===== config.mk =====
export PLATFORM = sky130hd
export DESIGN_NAME = kmeans_centroid_acc
export DESIGN_NICKNAME = d
export VERILOG_FILES = /design/src/rtl/kmeans_pkg.sv /design/src/rtl/kmeans_udiv.sv /design/src/rtl/kmeans_centroid_acc.sv
export SDC_FILE = /design/constraint.sdc
export NUM_CORES = 1
export LEC_CHECK = 0
export CAP_MARGIN = 5
export CORE_MARGIN = 2
export CORE_UTILIZATION = 30
export CTS_CLUSTER_SIZE = 30
export DETAILED_ROUTE_END_ITERATION = 16
export PLACE_DENSITY = 0.44
export SYNTH_ARGS = -nofsm -noshare
export SYNTH_HDL_FRONTEND = slang
export SYNTH_HIERARCHICAL = 1
export SYNTH_SLANG_ARGS = --single-unit

===== constraint.sdc =====
create_clock -name acc_clk -period 6.61 [get_ports acc_clk]
set_clock_uncertainty 0.15 [all_clocks]
set_input_delay 0.9915 -clock acc_clk [delete_from_list [all_inputs] [get_ports acc_clk]]
set_output_delay 0.9915 -clock acc_clk [all_outputs]
set_load 0.01 [all_outputs]

===== src/rtl/kmeans_pkg.sv =====
// +------------------------------------------------------------------+
// | kmeans_pkg                                                       |
// | Shared types and sizing helpers for the K-means centroid stage.  |
// | Revision: 1.0                                                    |
// +------------------------------------------------------------------+
`default_nettype none

package kmeans_pkg;

   typedef enum logic [1:0] {
      ACC = 2'd0,
      DIV = 2'd1,
      OUT = 2'd2
   } kmeans_state_e;

   localparam int c_DEF_K  = 4;
   localparam int c_DEF_DW = 32;
   localparam int c_DEF_CW = 16;

   // A sum of at most 2^CW-1 values below 2^DW always fits in DW+CW bits.
   function automatic int kmeans_sw(input int dw, input int cw);
      return dw + cw;
   endfunction

endpackage

`default_nettype wire


===== src/rtl/kmeans_udiv.sv =====
// +------------------------------------------------------------------+
// | kmeans_udiv                                                      |
// | Unsigned restoring divider, one quotient bit per clock.          |
// | Revision: 1.0                                                    |
// +------------------------------------------------------------------+
`default_nettype none

module kmeans_udiv #(
   parameter int SW = 48,
   parameter int CW = 16,
   parameter int DW = 32
) (
   input  logic          clk,
   input  logic          rst,
   input  logic          i_start,
   input  logic [SW-1:0] i_dividend,
   input  logic [CW-1:0] i_divisor,
   output logic          o_busy,
   output logic          o_done,
   output logic [DW-1:0] o_quotient
);

   localparam int STW = $clog2(SW);

   logic [SW-1:0]  r_quo;
   logic [CW-1:0]  r_rem;
   logic [CW-1:0]  r_div;
   logic [STW-1:0] r_step;
   logic           r_busy;

   logic [CW:0]    w_trial;
   logic           w_ge;
   logic [CW-1:0]  w_rem_next;
   logic [SW-1:0]  w_quo_next;

   // Dividend bits shift out of the top of r_quo while quotient bits shift in.
   assign w_trial    = {r_rem, r_quo[SW-1]};
   assign w_ge       = (w_trial >= {1'b0, r_div});
   assign w_rem_next = w_ge ? CW'(w_trial - {1'b0, r_div}) : w_trial[CW-1:0];
   assign w_quo_next = {r_quo[SW-2:0], w_ge};

   // Done is flagged during the final iteration so the caller can latch the
   // finished quotient on the same edge.
   assign o_busy     = r_busy;
   assign o_done     = r_busy && (r_step == STW'(SW - 1));
   assign o_quotient = w_quo_next[DW-1:0];

   always_ff @(posedge clk) begin
      if (rst) begin
         r_quo  <= '0;
         r_rem  <= '0;
         r_div  <= '0;
         r_step <= '0;
         r_busy <= 1'b0;
      end else if (i_start) begin
         r_quo  <= i_dividend;
         r_rem  <= '0;
         r_div  <= i_divisor;
         r_step <= '0;
         r_busy <= 1'b1;
      end else if (r_busy) begin
         r_quo  <= w_quo_next;
         r_rem  <= w_rem_next;
         r_step <= r_step + STW'(1);
         if (o_done) begin
            r_busy <= 1'b0;
         end
      end
   end

endmodule

`default_nettype wire


===== src/rtl/kmeans_centroid_acc.sv =====
// +------------------------------------------------------------------+
// | kmeans_centroid_acc                                              |
// | Per-cluster sum/count accumulation and centroid division stage.  |
// | Optional: KMEANS_ROUND_EN selects round-half-up division.        |
// | Revision: 1.0                                                    |
// +------------------------------------------------------------------+
`default_nettype none

module kmeans_centroid_acc
   import kmeans_pkg::*;
#(
   parameter  int K  = c_DEF_K,
   parameter  int DW = c_DEF_DW,
   parameter  int CW = c_DEF_CW,
   localparam int SW = kmeans_sw(DW, CW),
   localparam int IW = $clog2(K)
) (
   input  logic          acc_clk,
   input  logic          acc_rst,
   input  logic          clr,
   input  logic          pt_valid,
   output logic          pt_ready,
   input  logic [DW-1:0] pt_x,
   input  logic [DW-1:0] pt_y,
   input  logic [IW-1:0] pt_cls,
   input  logic          done_in,
   output logic          cen_valid,
   input  logic          cen_ready,
   output logic [IW-1:0] cen_idx,
   output logic [DW-1:0] cen_x,
   output logic [DW-1:0] cen_y,
   output logic          cen_empty,
   output logic          busy,
   output logic          ovf
);

   kmeans_state_e r_state, w_state_next;

   logic [SW-1:0] r_sum_x [K];
   logic [SW-1:0] r_sum_y [K];
   logic [CW-1:0] r_cnt   [K];
   logic [IW-1:0] r_idx;
   logic [DW-1:0] r_cen_x, r_cen_y;
   logic          r_cen_empty;
   logic          r_ovf;

   logic          w_pt_acc, w_last, w_cnt_zero;
   logic [CW-1:0] w_cnt_cur;
   logic [SW-1:0] w_dvd_x, w_dvd_y;
   logic          w_div_start, w_div_rst, w_div_done;
   logic          w_bx, w_by, w_dx_done, w_dy_done;
   logic [DW-1:0] w_qx, w_qy;

   assign pt_ready  = (r_state == ACC);
   assign cen_valid = (r_state == OUT);
   assign busy      = (r_state != ACC);
   assign cen_idx   = r_idx;
   assign cen_x     = r_cen_x;
   assign cen_y     = r_cen_y;
   assign cen_empty = r_cen_empty;
   assign ovf       = r_ovf;

   assign w_pt_acc    = pt_valid && pt_ready;
   assign w_last      = (r_idx == IW'(K - 1));
   assign w_cnt_cur   = r_cnt[r_idx];
   assign w_cnt_zero  = (w_cnt_cur == '0);
   assign w_div_start = (r_state == DIV) && !w_cnt_zero && !w_bx && !w_by;
   assign w_div_rst   = acc_rst || clr;
   assign w_div_done  = w_dx_done && w_dy_done;

`ifdef KMEANS_ROUND_EN
   // Adding half the count before the floor gives round-half-up.
   assign w_dvd_x = r_sum_x[r_idx] + SW'(w_cnt_cur >> 1);
   assign w_dvd_y = r_sum_y[r_idx] + SW'(w_cnt_cur >> 1);
`else
   assign w_dvd_x = r_sum_x[r_idx];
   assign w_dvd_y = r_sum_y[r_idx];
`endif

   kmeans_udiv #(.SW(SW), .CW(CW), .DW(DW)) u_div_x (
      .clk        (acc_clk),
      .rst        (w_div_rst),
      .i_start    (w_div_start),
      .i_dividend (w_dvd_x),
      .i_divisor  (w_cnt_cur),
      .o_busy     (w_bx),
      .o_done     (w_dx_done),
      .o_quotient (w_qx)
   );

   kmeans_udiv #(.SW(SW), .CW(CW), .DW(DW)) u_div_y (
      .clk        (acc_clk),
      .rst        (w_div_rst),
      .i_start    (w_div_start),
      .i_dividend (w_dvd_y),
      .i_divisor  (w_cnt_cur),
      .o_busy     (w_by),
      .o_done     (w_dy_done),
      .o_quotient (w_qy)
   );

   always_ff @(posedge acc_clk) begin
      if (acc_rst) begin
         r_state <= ACC;
      end else begin
         r_state <= w_state_next;
      end
   end

   always_comb begin
      w_state_next = r_state;
      case (r_state)
         ACC:     if (done_in) w_state_next = DIV;
         DIV:     if (w_cnt_zero || w_div_done) w_state_next = OUT;
         OUT:     if (cen_ready) w_state_next = w_last ? ACC : DIV;
         default: w_state_next = ACC;
      endcase
      if (clr) begin
         w_state_next = ACC;
      end
   end

   always_ff @(posedge acc_clk) begin
      if (acc_rst || clr) begin
         for (int i = 0; i < K; i++) begin
            r_sum_x[i] <= '0;
            r_sum_y[i] <= '0;
            r_cnt[i]   <= '0;
         end
         r_ovf       <= 1'b0;
         r_idx       <= '0;
         r_cen_x     <= '0;
         r_cen_y     <= '0;
         r_cen_empty <= 1'b0;
      end else begin
         case (r_state)
            ACC: begin
               if (w_pt_acc) begin
                  if (r_cnt[pt_cls] == '1) begin
                     r_ovf <= 1'b1;
                  end else begin
                     r_sum_x[pt_cls] <= r_sum_x[pt_cls] + SW'(pt_x);
                     r_sum_y[pt_cls] <= r_sum_y[pt_cls] + SW'(pt_y);
                     r_cnt[pt_cls]   <= r_cnt[pt_cls] + CW'(1);
                  end
               end
               if (done_in) begin
                  r_idx <= '0;
               end
            end
            DIV: begin
               if (w_cnt_zero) begin
                  r_cen_x     <= '0;
                  r_cen_y     <= '0;
                  r_cen_empty <= 1'b1;
               end else if (w_div_done) begin
                  r_cen_x     <= w_qx;
                  r_cen_y     <= w_qy;
                  r_cen_empty <= 1'b0;
               end
            end
            OUT: begin
               if (cen_ready) begin
                  if (w_last) begin
                     for (int i = 0; i < K; i++) begin
                        r_sum_x[i] <= '0;
                        r_sum_y[i] <= '0;
                        r_cnt[i]   <= '0;
                     end
                  end else begin
                     r_idx <= r_idx + IW'(1);
                  end
               end
            end
            default: ;
         endcase
      end
   end

endmodule

`default_nettype wire


==> flow_summary_export.csv <==
group,metric,value,unit
clocking,ctsHoldBuffers,0,
synthesis,synth_enable_flop_cells,448,
clocking,cts_setup_buffers,0,
timing,finalMaxSlewViolations,0,
clocking,htreeDepth,3,
power,p_comb_frac,0.118,
synthesis,synth-xor-area-share,0.03065,
power,clkPwrFrac,0.436,
floorplanning,core,123800,um2
worst_setup_path,crit_family,"simple AND/OR/NAND/NOR gates",
synthesis,synthSimpleGateAreaFrac,0.1349,
routing,drtIter0Drc,1853,
timing,tns,0,ns
routing,drt_pass1_iterations,11,
global_route,top_usage_layer,"met2",
hold_path,worstHoldStart,"cen_y[22]",
hold_path,hp-class,"reg2reg",
routing,drc,4,
floorplanning,die_h,357.3,um
global_route,grt_max_degree,113,
floorplanning,start_util,0.3024,
timing,setup_violations,0,
worst_setup_path,critPathSlowestCell,"a21oi_4",
clocking,ctsResizeCount,0,
worst_setup_path,r2r_cells,7,
global_route,use_met2,0.2645,
hold_path,whs_path_depth,2,
run_status,violations,"DRC",
final_layout,utilization,0.3468,
worst_setup_path,cp-end-kind,"register",
floorplanning,die_area,127600,um2
synthesis,avgSynthCellArea,11.10,um2
worst_setup_path,crit_path_max_incr_delay,1.13,ns
synthesis,synth_top_family_by_area,"multiplexers",
timing,final_hold_viol_count,0,
synthesis,syn_nets,3549,
global_route,antenna_found_initial,1,
power,p_sw,2.804,mW
clocking,clkTransAtPathRegs,0.06,ns
timing,fin_crit_sh,0.7708,
power,leakage,15.07,nW
clocking,clock_latency,0.67,ns
routing,via_per_inst,5.035,
synthesis,async_reset_ff_frac,0,
timing,period_needed,5.095,ns
routing,via_count,25681,
clocking,cts_tree,"built",
place,dp_hpwl,67.96,mm
place,routabilityCongestion,0.8067,
worst_setup_path,crit_arrival,5.53,ns
final_layout,finalNetCount,3565,
clocking,cts_sinks,694,
routing,wl_per_cell,21.01,um
timing,fmax,196.3,MHz
worst_setup_path,crit_chain,"mux4_2 -> nor4_1 -> nand4_1 -> a21oi_4 -> buf_4 -> nand3_1 -> a21oi_1",
global_route,grt_util_met3,0.02520,
place,numPortBuffers,142,
synthesis,synth_mux_area_frac,0.1717,
power,p_sw_frac,0.2584,
worst_setup_path,critPathBufInv,1,
synthesis,netlist_instances,3373,
synthesis,ys_seq_area_frac,0.4909,
synthesis,synth_compound_area_frac,0.08670,
synthesis,post-synth-top-area-cell,"edfxtp_1",
synthesis,yosys.cell_types.count,78,
synthesis,ys_ff_latch,694,
worst_setup_path,critPathMaxFanout,38,
power,power_frac_seq,0.446,
worst_setup_path,r2r_setup_slack,1.52,ns
synthesis,synth_top_area_frac,0.3594,
power,p_int,8.049,mW
synthesis,synth_area_leaders,"edfxtp_1, dfxtp_1, mux4_2, nor2_1, a21oi_1",
synthesis,ys.flop_type,"edfxtp_1",
synthesis,synthAdderAreaFrac,0.03556,
global_route,grt_pass1_wl,164.4,mm
worst_setup_path,crit_path_start_kind,"register",
hold_path,hold-path-endpoint,"cen_y[22]",
worst_setup_path,crit_type,"reg2reg",
clocking,numCtsBuffers,86,
synthesis,syn_area,37440,um2
synthesis,yosysWarnings,6,
worst_setup_path,reg2reg_to,"cen_x[9]",
run_status,outcome,"complete, but fails checks",
global_route,grt.total_usage,0.1686,
timing,rsz0062_at_grt,"no",
floorplanning,chipWidth,357.3,um
run,drv_cap,0,
global_route,grt-ovfl-total,0,
final_layout,drive_gt1_frac,0.1288,
floorplanning,io_pins,143,
power,power.density,252.8,nW/um2
global_route,gr-usage-met1,0.2432,
power,peakVddDrop,0.0001794,V
worst_setup_path,cp.required,7.04,ns
clocking,clockRootBuffer,"clkbuf_16",
timing,max_slew_margin,0.2300,
global_route,grt_pass1_vias,26029,
routing,routed_wl,107.2,mm
floorplanning,rows,129,
final_layout,syn2layout_area_growth,14.68,%
clocking,clock_path_buffers,3,
timing,tightest_slew,1.155,ns
routing,postRouteAntennaNets,0,
==> cell usage after synthesis, types with 50 or more instances <==
cell	count
a21oi_1	275
buf_2	50
buf_4	70
clkbuf_1	108
dfxtp_1	246
edfxtp_1	448
ha_1	100
inv_1	71
mux2i_1	130
mux4_2	205
nand2_1	206
nand3_1	103
nor2_1	752
o21ai_0	86
xnor2_1	56
xor2_1	75
==> stage by stage <==
step	hold slack [ns]	worst slack (ns)	instance area, um2	total power [mW]	instances
2_1_floorplan	0.3081	0.6345	37440	5.829	3373
3_3_place_gp	0.2922	0.9727	40110	6.230	4938
3_5_place_dp	0.2963	0.9897	40110	6.224	4938
4_1_cts	0.3048	1.341	42930	11.00	5099
5_1_grt	0.3194	1.078	42930	11.30	5099
6_report	0.3000	1.515	42930	10.85	5101
==> worst min-delay path, delay by kind of cell (launching register included) <==
kind / cells / cell delay [ns]
AOI/OAI and AO/OA: 1 / 0.05
DFF: 1 / 0.31
and+or+nand+nor: 1 / 0.05
==> final cells by class <==
type,count,area (um2)
diodes,2,5.005
fillers,12330,80870
inverters,73,274.0
flip-flops and latches,694,18390
multi-input cells,2332,17300
clock inverters,26,331.6
repair buffers,202,2102
clock buffers,135,2481
well taps,1637,2048
==> power groups by stage <==
| stage | logic [mW] | clock network (mW) | registers [mW] |
|---|---|---|---|
| 6_report | 1.28 | 4.73 | 4.84 |
| 5_1_grt | 1.41 | 5.03 | 4.86 |
| 4_1_cts | 1.30 | 4.86 | 4.84 |
| 3_5_place_dp | 1.29 | 0 | 4.93 |
| 3_3_place_gp | 1.30 | 0 | 4.93 |
| 2_1_floorplan | 0.915 | 0 | 4.91 |
==> layout by cell type, fill, tap and decap left out, types with 12 or more instances in the layout <==
| master | instances |
|---|---|
| buf_4 | 42 |
| mux4_2 | 205 |
| xnor2_1 | 56 |
| mux2i_1 | 130 |
| clkbuf_16 | 90 |
| nand4_1 | 17 |
| o21ai_0 | 86 |
| and2_1 | 13 |
| xor2_1 | 75 |
| a31oi_1 | 35 |
| and3_1 | 17 |
| clkdlybuf4s50_1 | 140 |
| o211ai_1 | 12 |
| nor2_1 | 752 |
| inv_1 | 71 |
| o21a_1 | 24 |
| dfxtp_1 | 242 |
| a21o_1 | 35 |
| buf_12 | 18 |
| ha_1 | 100 |
| nor2b_1 | 16 |
| clkbuf_1 | 39 |
| nor3_1 | 13 |
| nand2_1 | 199 |
| a21oi_1 | 274 |
| edfxtp_1 | 448 |
| nand3_1 | 101 |
==> worst max path at each step <==
| stage | from | to | slack, ns | depth (start not counted) |
|---|---|---|---|---|
| 6_report | register | cen_x[9] | 1.52 | 7 |
| 5_1_grt | register | cen_x[9] | 1.08 | 7 |
| 4_1_cts | register | cen_x[9] | 1.34 | 7 |
| 3_5_place_dp | pt_cls[0] | r_sum_x[2][34] | 0.99 | 15 |
| 3_3_place_gp | pt_cls[0] | r_sum_x[3][42] | 0.97 | 15 |
| 2_1_floorplan | pt_cls[0] | r_cnt[1][0] | 0.63 | 12 |
==> state kept, by name (all words and copies together), names as in the netlist, 32 cells and up, named ones only <==
signal and count:
r_sum_x 192, r_sum_y 192, r_cnt 64, u_div_x/r_quo 48, u_div_y/r_quo 48, cen_x 32, cen_y 32
==> layer usage <==
metal / vias to the layer above / share of wire
li1: 12278 / -
met2: 500 / 0.45
met5: - / 0
met1: 12796 / 0.48
met3: 107 / 0.046
met4: 0 / 0.019
==> logic make-up (layout without fill, tap and decap cells) <==
kind of cell	after synthesis	after routing
buf+inv	347	436
fa+ha+maj	104	104
other cells	0	2
simple gates	1198	1198
compound gates	543	543
flops	694	694
xor+xnor	131	131
mux	356	356
No activity file was read; power rests on OpenSTA's default activity.
